<file path="config.mk">
export PLATFORM = sky130hd
export DESIGN_NAME = pipeline_trace_buffer_flat
export DESIGN_NICKNAME = d
export VERILOG_FILES = /design/src/rtl/pipeline_trace_buffer_if.sv /design/src/rtl/pipeline_trace_buffer.sv /design/src/flat_wrapper.sv
export SDC_FILE = /design/constraint.sdc
export NUM_CORES = 1
export LEC_CHECK = 0
export CORE_MARGIN = 4
export CORE_UTILIZATION = 40
export DETAILED_ROUTE_END_ITERATION = 12
export SKIP_LAST_GASP = 1
export SLEW_MARGIN = 20
export SYNTH_ARGS = -nofsm -noshare
export SYNTH_HDL_FRONTEND = slang
export SYNTH_SLANG_ARGS = --single-unit
</file>
<file path="constraint.sdc">
create_clock -name i_clk -period 5.61 [get_ports i_clk]
set_input_delay 1.122 -clock i_clk [delete_from_list [all_inputs] [get_ports i_clk]]
set_output_delay 1.122 -clock i_clk [all_outputs]
set_load 0.02 [all_outputs]
</file>
<file path="src/rtl/pipeline_trace_buffer_if.sv">
// Read port of the pipeline trace buffer: valid/ready handshake plus head record.
// Record width is 59 bits when TRACE_TIMESTAMP_EN is defined, 43 bits otherwise.
interface pipeline_trace_buffer_if #(
`ifdef TRACE_TIMESTAMP_EN
  parameter int REC_W = 59
`else
  parameter int REC_W = 43
`endif
);
  logic             rd_valid;
  logic             rd_ready;
  logic [REC_W-1:0] rd_data;

  modport master (output rd_valid, output rd_data, input rd_ready);
  modport slave  (input rd_valid, input rd_data, output rd_ready);
endinterface

</file>
<file path="src/rtl/pipeline_trace_buffer.sv">
// Trace capture of CPU hazard flags, control and data words into a drainable FIFO.
// Optional TRACE_TIMESTAMP_EN prepends a 16-bit arm-relative cycle stamp to each record.
//
// state      | meaning
// -----------+--------------------------------------------------------
// ST_IDLE    | waiting for i_arm
// ST_ARMED   | waiting for the first cycle with i_h1 | i_h2 (trigger)
// ST_CAPTURE | one sample per cycle until N_CAPTURE samples taken
// ST_DONE    | window complete; back to idle once the FIFO is empty
module pipeline_trace_buffer #(
  parameter int DEPTH     = 16,
  parameter int N_CAPTURE = 16
) (
  input  logic                      i_clk,
  input  logic                      i_rst,
  input  logic                      i_h1,
  input  logic                      i_h2,
  input  logic [8:0]                i_control,
  input  logic [31:0]               i_data,
  input  logic                      i_arm,
  input  logic                      i_clr_cnt,
  pipeline_trace_buffer_if.master   rd,
  output logic [$clog2(DEPTH):0]    o_count,
  output logic                      o_full,
  output logic [1:0]                o_state,
  output logic                      o_overflow,
  output logic [15:0]               o_h1_cnt,
  output logic [15:0]               o_h2_cnt
);
  localparam int AW = $clog2(DEPTH);
  localparam int CW = AW + 1;
`ifdef TRACE_TIMESTAMP_EN
  localparam int REC_W = 59;
`else
  localparam int REC_W = 43;
`endif
  localparam logic [15:0] CAP_REM = 16'(N_CAPTURE - 1);

  typedef enum logic [1:0] {
    ST_IDLE    = 2'b00,
    ST_ARMED   = 2'b01,
    ST_CAPTURE = 2'b10,
    ST_DONE    = 2'b11
  } state_t;

  state_t           state;
  logic [REC_W-1:0] mem [DEPTH];
  logic [AW-1:0]    wr_ptr;
  logic [AW-1:0]    rd_ptr;
  logic [15:0]      cap_left;
  logic [REC_W-1:0] sample;
  logic             trigger;
  logic             take;
  logic             push;
  logic             pop;
`ifdef TRACE_TIMESTAMP_EN
  logic [15:0]      ts_cnt;
`endif

  always_comb begin
    trigger     = (state == ST_ARMED) && (i_h1 || i_h2);
    take        = trigger || (state == ST_CAPTURE);
    // fullness is judged on the registered count, so a same-cycle pop never frees room
    push        = take && !o_full;
    pop         = rd.rd_valid && rd.rd_ready;
    o_full      = (o_count == CW'(DEPTH));
    rd.rd_valid = (o_count != '0);
    rd.rd_data  = rd.rd_valid ? mem[rd_ptr] : '0;
    o_state     = state;
`ifdef TRACE_TIMESTAMP_EN
    // stamp is the counter value as of the sampling edge
    sample      = {ts_cnt + 16'd1, i_h1, i_h2, i_control, i_data};
`else
    sample      = {i_h1, i_h2, i_control, i_data};
`endif
  end

  always_ff @(posedge i_clk) begin
    if (push && !i_rst) begin
      mem[wr_ptr] <= sample;
    end
  end

  always_ff @(posedge i_clk) begin
    if (i_rst) begin
      state      <= ST_IDLE;
      cap_left   <= '0;
      wr_ptr     <= '0;
      rd_ptr     <= '0;
      o_count    <= '0;
      o_overflow <= 1'b0;
      o_h1_cnt   <= '0;
      o_h2_cnt   <= '0;
    end else begin
      case (state)
        ST_IDLE: begin
          if (i_arm) state <= ST_ARMED;
        end
        ST_ARMED: begin
          if (trigger) begin
            state    <= (CAP_REM == 16'd0) ? ST_DONE : ST_CAPTURE;
            cap_left <= CAP_REM;
          end
        end
        ST_CAPTURE: begin
          if (cap_left == 16'd1) state <= ST_DONE;
          cap_left <= cap_left - 16'd1;
        end
        ST_DONE: begin
          if (o_count == '0) state <= ST_IDLE;
        end
        default: state <= ST_IDLE;
      endcase

      if (push) wr_ptr <= wr_ptr + 1'b1;
      if (pop)  rd_ptr <= rd_ptr + 1'b1;

      case ({push, pop})
        2'b10:   o_count <= o_count + 1'b1;
        2'b01:   o_count <= o_count - 1'b1;
        default: o_count <= o_count;
      endcase

      if (i_clr_cnt)          o_overflow <= 1'b0;
      else if (take && o_full) o_overflow <= 1'b1;

      if (i_clr_cnt)                       o_h1_cnt <= '0;
      else if (i_h1 && o_h1_cnt != 16'hFFFF) o_h1_cnt <= o_h1_cnt + 16'd1;

      if (i_clr_cnt)                       o_h2_cnt <= '0;
      else if (i_h2 && o_h2_cnt != 16'hFFFF) o_h2_cnt <= o_h2_cnt + 16'd1;
    end
  end

`ifdef TRACE_TIMESTAMP_EN
  always_ff @(posedge i_clk) begin
    if (i_rst)                           ts_cnt <= '0;
    else if (state == ST_IDLE && i_arm)  ts_cnt <= '0;
    else                                 ts_cnt <= ts_cnt + 16'd1;
  end
`endif
endmodule

</file>
<file path="src/flat_wrapper.sv">
// flat-port wrapper written by rule: the top's interface ports become plain ports
module pipeline_trace_buffer_flat 
#(
  parameter int DEPTH     = 16,
  parameter int N_CAPTURE = 16
)
  (i_clk, i_rst, i_h1, i_h2, i_control, i_data, i_arm, i_clr_cnt, o_count, o_full, o_state, o_overflow, o_h1_cnt, o_h2_cnt, rd_rd_valid, rd_rd_data, rd_rd_ready);
  pipeline_trace_buffer_if #(.REC_W((43))) rd_i ();
  input  logic i_clk;
  input  logic i_rst;
  input  logic i_h1;
  input  logic i_h2;
  input  logic [8:0] i_control;
  input  logic [31:0] i_data;
  input  logic i_arm;
  input  logic i_clr_cnt;
  output logic [$clog2(DEPTH):0] o_count;
  output logic o_full;
  output logic [1:0] o_state;
  output logic o_overflow;
  output logic [15:0] o_h1_cnt;
  output logic [15:0] o_h2_cnt;
  output wire logic [$bits(rd_i.rd_valid)-1:0] rd_rd_valid;
  output wire logic [$bits(rd_i.rd_data)-1:0] rd_rd_data;
  input wire logic [$bits(rd_i.rd_ready)-1:0] rd_rd_ready;
  assign rd_rd_valid = rd_i.rd_valid;
  assign rd_rd_data = rd_i.rd_data;
  assign rd_i.rd_ready = rd_rd_ready;
  pipeline_trace_buffer #(.DEPTH(DEPTH), .N_CAPTURE(N_CAPTURE)) u_core (.i_clk(i_clk), .i_rst(i_rst), .i_h1(i_h1), .i_h2(i_h2), .i_control(i_control), .i_data(i_data), .i_arm(i_arm), .i_clr_cnt(i_clr_cnt), .rd(rd_i), .o_count(o_count), .o_full(o_full), .o_state(o_state), .o_overflow(o_overflow), .o_h1_cnt(o_h1_cnt), .o_h2_cnt(o_h2_cnt));
endmodule
</file>
Word-level counts from Yosys, hierarchy flattened
Memories as Yosys holds them, arrays and structs flattened. A register that Yosys moved wholly into a read port is not among the register bits.
Index checks and enable logic that the tools add are counted.
{"block": "op_classes", "n_eq_ne": 13, "add_sub_neg": 7, "n_mux": 13, "n_reduce_logical": 19}
{"op": "43-bit two-way mux", "count": 1}
{"op": "16-bit by 1-bit adder with 16-bit output (second input constant)", "count": 2}
{"op": "16-bit inequality test (second input constant)", "count": 2}
{"op": "16-bit one-hot mux with 2 select lines", "count": 1}
{"op": "16-bit by 1-bit == test with 1-bit output (second input constant)", "count": 1}
{"op": "16-bit two-way mux", "count": 1}
{"op": "16-bit by 1-bit subtractor with 16-bit output (second input constant)", "count": 1}
{"op": "5-bit one-hot mux with 2 select lines", "count": 1}
{"op": "4-bit by 1-bit adder with 4-bit output (second input constant)", "count": 2}
{"op": "2-bit two-way mux", "count": 4}
{"op": "4-bit two-way mux", "count": 2}
{"op": "2-bit one-hot mux with 4 select lines", "count": 1}
{"op": "1-bit logical AND", "count": 7}
{"op": "2-bit == test (second input constant)", "count": 3}
{"op": "5-bit by 1-bit adder with 5-bit output (second input constant)", "count": 1}
{"op": "5-bit == test (second input constant)", "count": 1}
{"op": "5-bit logical NOT", "count": 1}
{"op": "5-bit nonzero test", "count": 1}
{"op": "5-bit by 1-bit subtractor with 5-bit output (second input constant)", "count": 1}
{"op": "2-bit by 1-bit == test with 1-bit output (second input constant)", "count": 2}
{"op": "2-bit by 1-bit inequality test with 1-bit output (second input constant)", "count": 2}
{"op": "2-bit inequality test (second input constant)", "count": 2}
{"op": "4-bit AND reduction", "count": 1}
{"op": "2-bit nonzero test", "count": 2}
{"op": "other kinds (6)", "count": 9}
{"block": "totals", "n_memories": 1, "reg_bits": 64, "ram_bits": 688, "output_inout_bits": 85, "elab_cells": 61}
{"name": "u_core.mem", "words": 16, "word_bits": 43, "rd": 1, "rd_ports_with_merged_regs": 1, "wr": 1, "line_no": "pipeline_trace_buffer.sv:47", "text": "logic [REC_W-1:0] mem [DEPTH];"}

Longest topological paths before layout
Gate-level depths: netlist of the first run.
{"block": "logic_depth", "depth_word": 7, "ltp_mapped": 13, "mapped_depth_nobuf": 12}

Least setup slack after synthesis of the first run
No wires, ideal clock.
{"block": "synth_path", "path_type": "input-to-reg", "startpoint": "input port i_h2", "endpoint": "memory u_core.mem[0][0], enable pin", "t_arrival_ps": 3852, "n_path_buf": 0, "required_ps": 5166, "stages": 5, "slack_ps": 1315, "setup_time_ps": 444, "path_cell_list": "o21ai_1 a22oi_2 inv_2 or3_1 nor2_1"}
{"block": "synth_via", "elab_chain_cells": 7}
{"item": "from (decl)", "line_no": "flat_wrapper.sv:12", "text": "input logic i_h2;"}
{"item": "1-bit logical OR", "line_no": "pipeline_trace_buffer.sv:61", "text": "trigger = (state == ST_ARMED) && (i_h1 || i_h2);"}
{"item": "1-bit logical AND", "line_no": "pipeline_trace_buffer.sv:61"}
{"item": "1-bit logical OR", "line_no": "pipeline_trace_buffer.sv:62", "text": "take = trigger || (state == ST_CAPTURE);"}
{"item": "1-bit logical AND", "line_no": "pipeline_trace_buffer.sv:64", "text": "push = take && !o_full;"}
{"item": "1-bit logical AND", "line_no": "pipeline_trace_buffer.sv:79", "text": "if (push && !i_rst) begin"}
{"item": "1-bit two-way mux", "line_no": "pipeline_trace_buffer.sv:79"}
{"item": "1-bit two-way mux (not written as such)", "line_no": "pipeline_trace_buffer.sv:80", "text": "mem[wr_ptr] <= sample;"}
{"item": "to (decl)", "line_no": "pipeline_trace_buffer.sv:47"}
No other way between the ends.

==> results of run 1 <==
-- state kept, by name, indices dropped and copies added (netlist names), named ones only --
name,cells
u_core.cap_left,16
u_core.mem,688
u_core.o_h2_cnt,16
u_core.o_count,5
u_core.o_overflow,1
u_core.wr_ptr,4
u_core.o_state,2
u_core.o_h1_cnt,16
u_core.rd_ptr,4
-- critical path: stages (launching register included) --
cell	delay [ns]
dfxtp_4	0.89
buf_12	0.32
mux4_2	0.53
mux4_2	0.52
and2_1	0.19
clkdlybuf4s50_1	0.53
-- per-stage QoR --
step	setup slack, ns	util	std cells
after floorplan	1.31	-	1405
after global routing	0.585	0.478	2627
after global placement	1.30	0.443	2480
final	0.811	0.478	2627
after detailed placement	1.31	0.443	2480
after CTS	0.662	0.478	2626
-- worst paths after layout --
kind | from | to | slack, ns
setup / recovery | flop | rd_rd_data[33] | 0.81
hold / removal | u_core.o_overflow | u_core.o_overflow | 0.48
setup reg to reg | u_core.o_count[1] | u_core.o_count[4] | 2.12
hold reg to reg | u_core.o_overflow | u_core.o_overflow | 0.48
-- Yosys cell counts (3+ instances only) --
master	n	area share
a211oi_1	5	0.0013
a21oi_1	10	0.0017
a311oi_1	3	0.00089
and2_1	49	0.010
and3_1	8	0.0017
and4_1	4	0.0012
buf_1	8	0.0010
buf_2	12	0.0020
buf_6	10	0.0038
clkbuf_1	36	0.0046
dfxtp_1	68	0.046
edfxtp_1	688	0.70
ha_1	16	0.0068
inv_1	14	0.0018
inv_2	3	0.00038
mux2i_1	8	0.0027
mux4_2	215	0.16
nand2_1	26	0.0033
nand3_1	15	0.0025
nand3b_1	4	0.0010
nand4_1	13	0.0028
nor2_1	79	0.010
nor3_1	10	0.0017
nor3b_1	3	0.00076
nor4_1	5	0.0011
o211ai_1	6	0.0015
o21ai_0	4	0.00068
o21ai_1	9	0.0015
or3_1	6	0.0013
or4_1	4	0.0010
xnor2_1	12	0.0036
xor2_1	29	0.0086
-- logic make-up after synthesis --
kind of cell / after synthesis
AO/OA/AOI/OAI: 51
XOR/XNOR: 41
adder cells (fa/ha/maj): 16
buffers and inverters: 83
flip-flops: 756
multiplexers: 223
AND/OR/NAND/NOR: 235
-- cells in the final DEF, fill, tap and decap left out, types with 15 or more instances in the layout --
cell type,netlist,final
nand3_1,15,15
clkbuf_16,0,81
xor2_1,29,29
ha_1,16,16
nor2_4,0,16
clkinv_1,0,15
buf_4,0,38
clkinv_2,0,16
mux4_2,215,215
clkdlybuf4s50_1,0,132
nand2_1,26,26
dfxtp_1,68,64
nor2_1,79,63
edfxtp_1,688,688
and2_1,49,49
-- power by group through the flow --
| stage | combinational [mW] | sequential, mW | clock (mW) |
|---|---|---|---|
| finish | 3.62 | 6.56 | 5.06 |
| global route | 3.92 | 6.60 | 5.43 |
| CTS | 3.71 | 6.57 | 5.18 |
| detailed placement | 3.70 | 6.69 | 0 |
| global placement | 3.66 | 6.67 | 0 |
| floorplan | 2.48 | 6.58 | 0 |
-- routing by layer --
layer,part of all wire,vias to the layer above,track usage,wire length [um]
li1,-,6207,-,-
met1,0.43,7608,0.229,27600
met2,0.50,382,0.277,32200
met3,0.059,74,0.0364,3810
met4,0.016,4,0.0407,1040
met5,0.00034,-,0,22
-- layout make-up --
cell class	count	area, um^2
Antenna cell	1	2.50
Clock buffer	97	2110
Clock inverter	49	422
Fill cell	5924	38100
Inverter	17	63.8
Multi-Input combinational cell	566	7170
Sequential cell	756	22000
Tap cell	959	1200
Timing Repair Buffer	182	1850
==> results.json, run 1 <==
{
  "status": "completed",
  "ios": 133,
  "worstSetupStartpointType": "flop",
  "grt_pass1_vias": 15200,
  "arrival_ns": 3.68,
  "power_switching_mw": 4.15,
  "ir_drop_mv": 0.282,
  "synth_edf_count": 688,
  "syn-num-nets": 1469,
  "crit_path_max_fanout": 35,
  "route.vias.total": 14300,
  "p_leak_nw": 10.7,
  "fin_crit_ns": 4.80,
  "syn_area_per_cell_um2": 21.0,
  "cts_sinks": 756,
  "relSlewSlack": 0.338,
  "ys_ff_latch": 756,
  "synth_xor_area_frac": 0.0122,
  "p_clk_frac": 0.332,
  "drtPass1Iterations": 5,
  "cts_made_buffers": 80,
  "post_synth_and_or_nand_nor_area_fraction": 0.0415,
  "hold_class": "reg -> reg",
  "ant_nets": 0,
  "power_frac_seq": 0.431,
  "start_util": 0.404,
  "synth_fa_ha_area_frac": 0.00679,
  "path_clk_slew_ns": 0.06,
  "synth_flop_cell": "edfxtp_1",
  "cp.required_ns": 4.49,
  "routed_wirelength_um": 64700,
  "routed_via_density": 5.43,
  "hold_viol_final": 0,
  "synth_top_family_by_area": "multiplexers",
  "cts_tree": "yes",
  "cts-root-buf": "clkbuf_16",
  "synthMuxAreaShare": 0.167,
  "async_reset_ff_frac": 0,
  "grt_setup_unrepaired": "false",
  "placed_area_mm2": 0.0323,
  "combPwrFrac": 0.237,
  "io_buffer_count": 132,
  "final-setup-viol-count": 0,
  "design_area_mm2": 0.0348,
  "critPathCaptureType": "output pin",
  "num_rows": 99,
  "holdWs_ns": 0.479,
  "crit_type": "reg -> out",
  "synthDistinctLibCells": 49,
  "hold_path_depth": 2,
  "yosysWarnings": 0,
  "die_y_um": 279,
  "clock_latency_ns": 0.63,
  "p_int_mw": 11.1,
  "finalCritPeriodShare": 0.855,
  "clk_path_buf_depth": 3,
  "drive_gt1_frac": 0.246,
  "sw_frac_of_total": 0.272,
  "grt-ovfl-total": 0,
  "core_area_mm2": 0.0730,
  "seq_area_frac_synth": 0.747,
  "fin_tns_setup_ns": 0,
  "drc_errors": 0,
  "synth_compound_area_frac": 0.0116,
  "gp_congestion": 0.765,
  "grt_pass1_wl_um": 98000,
  "die_area_mm2": 0.0781,
  "postSynthCellCount": 1405,
  "track_usage": 0.167,
  "power_mw": 15.2,
  "finalClockSkew_ns": 0.0269,
  "final_max_slew_viol_count": 0,
  "antenna_found_initial": 3,
  "dp_hpwl_um": 36600,
  "wl_per_cell_um": 24.6,
  "cts_resized": 0,
  "drv_cap": 0,
  "area_delta_synth_final_pct": 18.2,
  "tightest_slew_ns": 0.993,
  "netlist_area_mm2": 0.0295,
  "power_density_mw_per_mm2": 437,
  "postCtsSetupRepairBufs": 0,
  "drt_iter0_drc": 1160,
  "num-nets-final": 1667,
  "max_freq_ghz": 0.208,
  "grt_max_degree": 61,
  "fp.dieW_um": 279,
  "r2r_cells": 11,
  "cts_max_level": 3,
  "hold_buffers": 0
}
No activity file was read; power rests on OpenSTA's default activity.
==> run 2: changes to the inputs <==
--- a/config.mk
+++ b/config.mk
@@ -6,7 +6,8 @@
 export NUM_CORES = 1
 export LEC_CHECK = 0
 export CORE_MARGIN = 4
-export CORE_UTILIZATION = 40
+export CORE_UTILIZATION = 41
+export CTS_CLUSTER_DIAMETER = 50
 export DETAILED_ROUTE_END_ITERATION = 12
 export SKIP_LAST_GASP = 1
 export SLEW_MARGIN = 20
==> results.json, run 2 (synthesis results as in run 1) <==
{
  "status": "completed",
  "cts_sinks": 756,
  "cts_resized": 0,
  "power_frac_seq": 0.415,
  "cts-root-buf": "clkbuf_16",
  "wl_per_cell_um": 24.8,
  "cts_max_level": 3,
  "path_clk_slew_ns": 0.06,
  "p_int_mw": 11.4,
  "relSlewSlack": 0.419,
  "final_cell_mix": "edfxtp_1 (688), mux4_2 (215), clkdlybuf4s50_1 (132)",
  "max_freq_ghz": 0.218,
  "num-nets-final": 1661,
  "fin_crit_ns": 4.59,
  "gp_congestion": 0.751,
  "die_area_mm2": 0.0762,
  "ios": 133,
  "largest_reg_flops": 688,
  "grt-ovfl-total": 0,
  "start_util": 0.413,
  "crit_path_max_fanout": 32,
  "ant_nets": 0,
  "routed_wirelength_um": 64900,
  "final_max_slew_viol_count": 0,
  "ir_drop_mv": 0.264,
  "hold_buffers": 0,
  "num_rows": 98,
  "cts_made_buffers": 85,
  "drive_gt1_frac": 0.247,
  "final-seq-area_mm2": 0.0220,
  "dp_cells": 2460,
  "io_buffer_count": 132,
  "final-setup-viol-count": 0,
  "sw_frac_of_total": 0.273,
  "fp.dieW_um": 276,
  "hold_class": "reg -> reg",
  "finalCritPeriodShare": 0.819,
  "multi_input_area_mm2": 0.00717,
  "drc_errors": 0,
  "layout_commonest_cell": "edfxtp_1",
  "final_cells": 2617,
  "cts_tree": "yes",
  "power_switching_mw": 4.26,
  "die_y_um": 276,
  "top_register": "u_core.mem",
  "cp.required_ns": 4.49,
  "crit_type": "reg -> out",
  "nFillCells": 5780,
  "route.vias.total": 14400,
  "critPathCaptureType": "output pin",
  "drt_iter0_drc": 1148,
  "dp_hpwl_um": 34600,
  "p_clk_frac": 0.349,
  "core_area_mm2": 0.0714,
  "track_usage": 0.170,
  "clock_latency_ns": 0.63,
  "hold_viol_final": 0,
  "antenna_found_initial": 1,
  "grt_pass1_vias": 15200,
  "fin_tns_setup_ns": 0,
  "postCtsSetupRepairBufs": 0,
  "power_density_mw_per_mm2": 446,
  "worstSetupStartpointType": "flop",
  "arrival_ns": 3.47,
  "routed_via_density": 5.49,
  "grt_max_degree": 108,
  "finalClockSkew_ns": 0.0253,
  "clk_path_buf_depth": 3,
  "tightest_slew_ns": 0.865,
  "p_leak_nw": 10.8,
  "drv_cap": 0,
  "grt_setup_unrepaired": "false",
  "area_delta_synth_final_pct": 18.9,
  "drtPass1Iterations": 5,
  "grt_pass1_wl_um": 98500,
  "combPwrFrac": 0.236
}
==> run 2: cell type report <==
class / instances / share of cell area
flip-flops and latches: 756 / 0.629
multi-input cells: 566 / 0.205
clock buffers: 100 / 0.0635
repair buffers: 171 / 0.0511
well taps: 950 / 0.0339
clock inverters: 55 / 0.0161
inverters: 17 / 0.00182
diodes: 2 / 0.000143
==> run 2: layer usage <==
metal / GRT usage / wire [um]
met1: 0.235 / 27900
met2: 0.280 / 32300
met3: 0.0361 / 3890
met4: 0.0387 / 910
met5: 0 / 0
==> run 2: worst max-delay path, stage by stage, from the launching register on <==
cell and delay, ns:
dfxtp_1 0.50, nor4_1 0.15, and2_1 0.20, inv_2 0.54, buf_4 0.44, and2_1 0.30, clkdlybuf4s50_1 0.69
==> run 2: per-stage QoR <==
step	area (um^2)	worst slack (ns)	hold slack, ns	power, mW	utilization
floorplan	29500	1.31	0.471	9.06	-
global placement	32200	1.38	0.453	10.3	0.452
detailed placement	32200	1.30	0.472	10.4	0.452
CTS	35000	0.991	0.489	15.8	0.491
global route	35000	0.805	0.511	16.3	0.491
finish	35000	1.02	0.477	15.6	0.491
==> run 2: final timing paths <==
path / from / endpoint / slack [ns] / cells after the start
worst max-delay path: u_core.o_count[2] / rd_rd_data[42] / 1.02 / 6
worst min-delay path: u_core.o_overflow / u_core.o_overflow / 0.48 / 2
worst min register to register: u_core.o_overflow / u_core.o_overflow / 0.48 / 2
worst max register to register: u_core.o_count[1] / u_core.o_count[4] / 1.71 / 12
==> run 2: power by group through the flow <==
stage | clock network [mW] | logic (mW) | registers, mW
floorplan | 0 | 2.48 | 6.58
CTS | 5.59 | 3.77 | 6.49
finish | 5.46 | 3.69 | 6.49
global route | 5.83 | 4.00 | 6.51
global placement | 0 | 3.73 | 6.59
detailed placement | 0 | 3.76 | 6.61
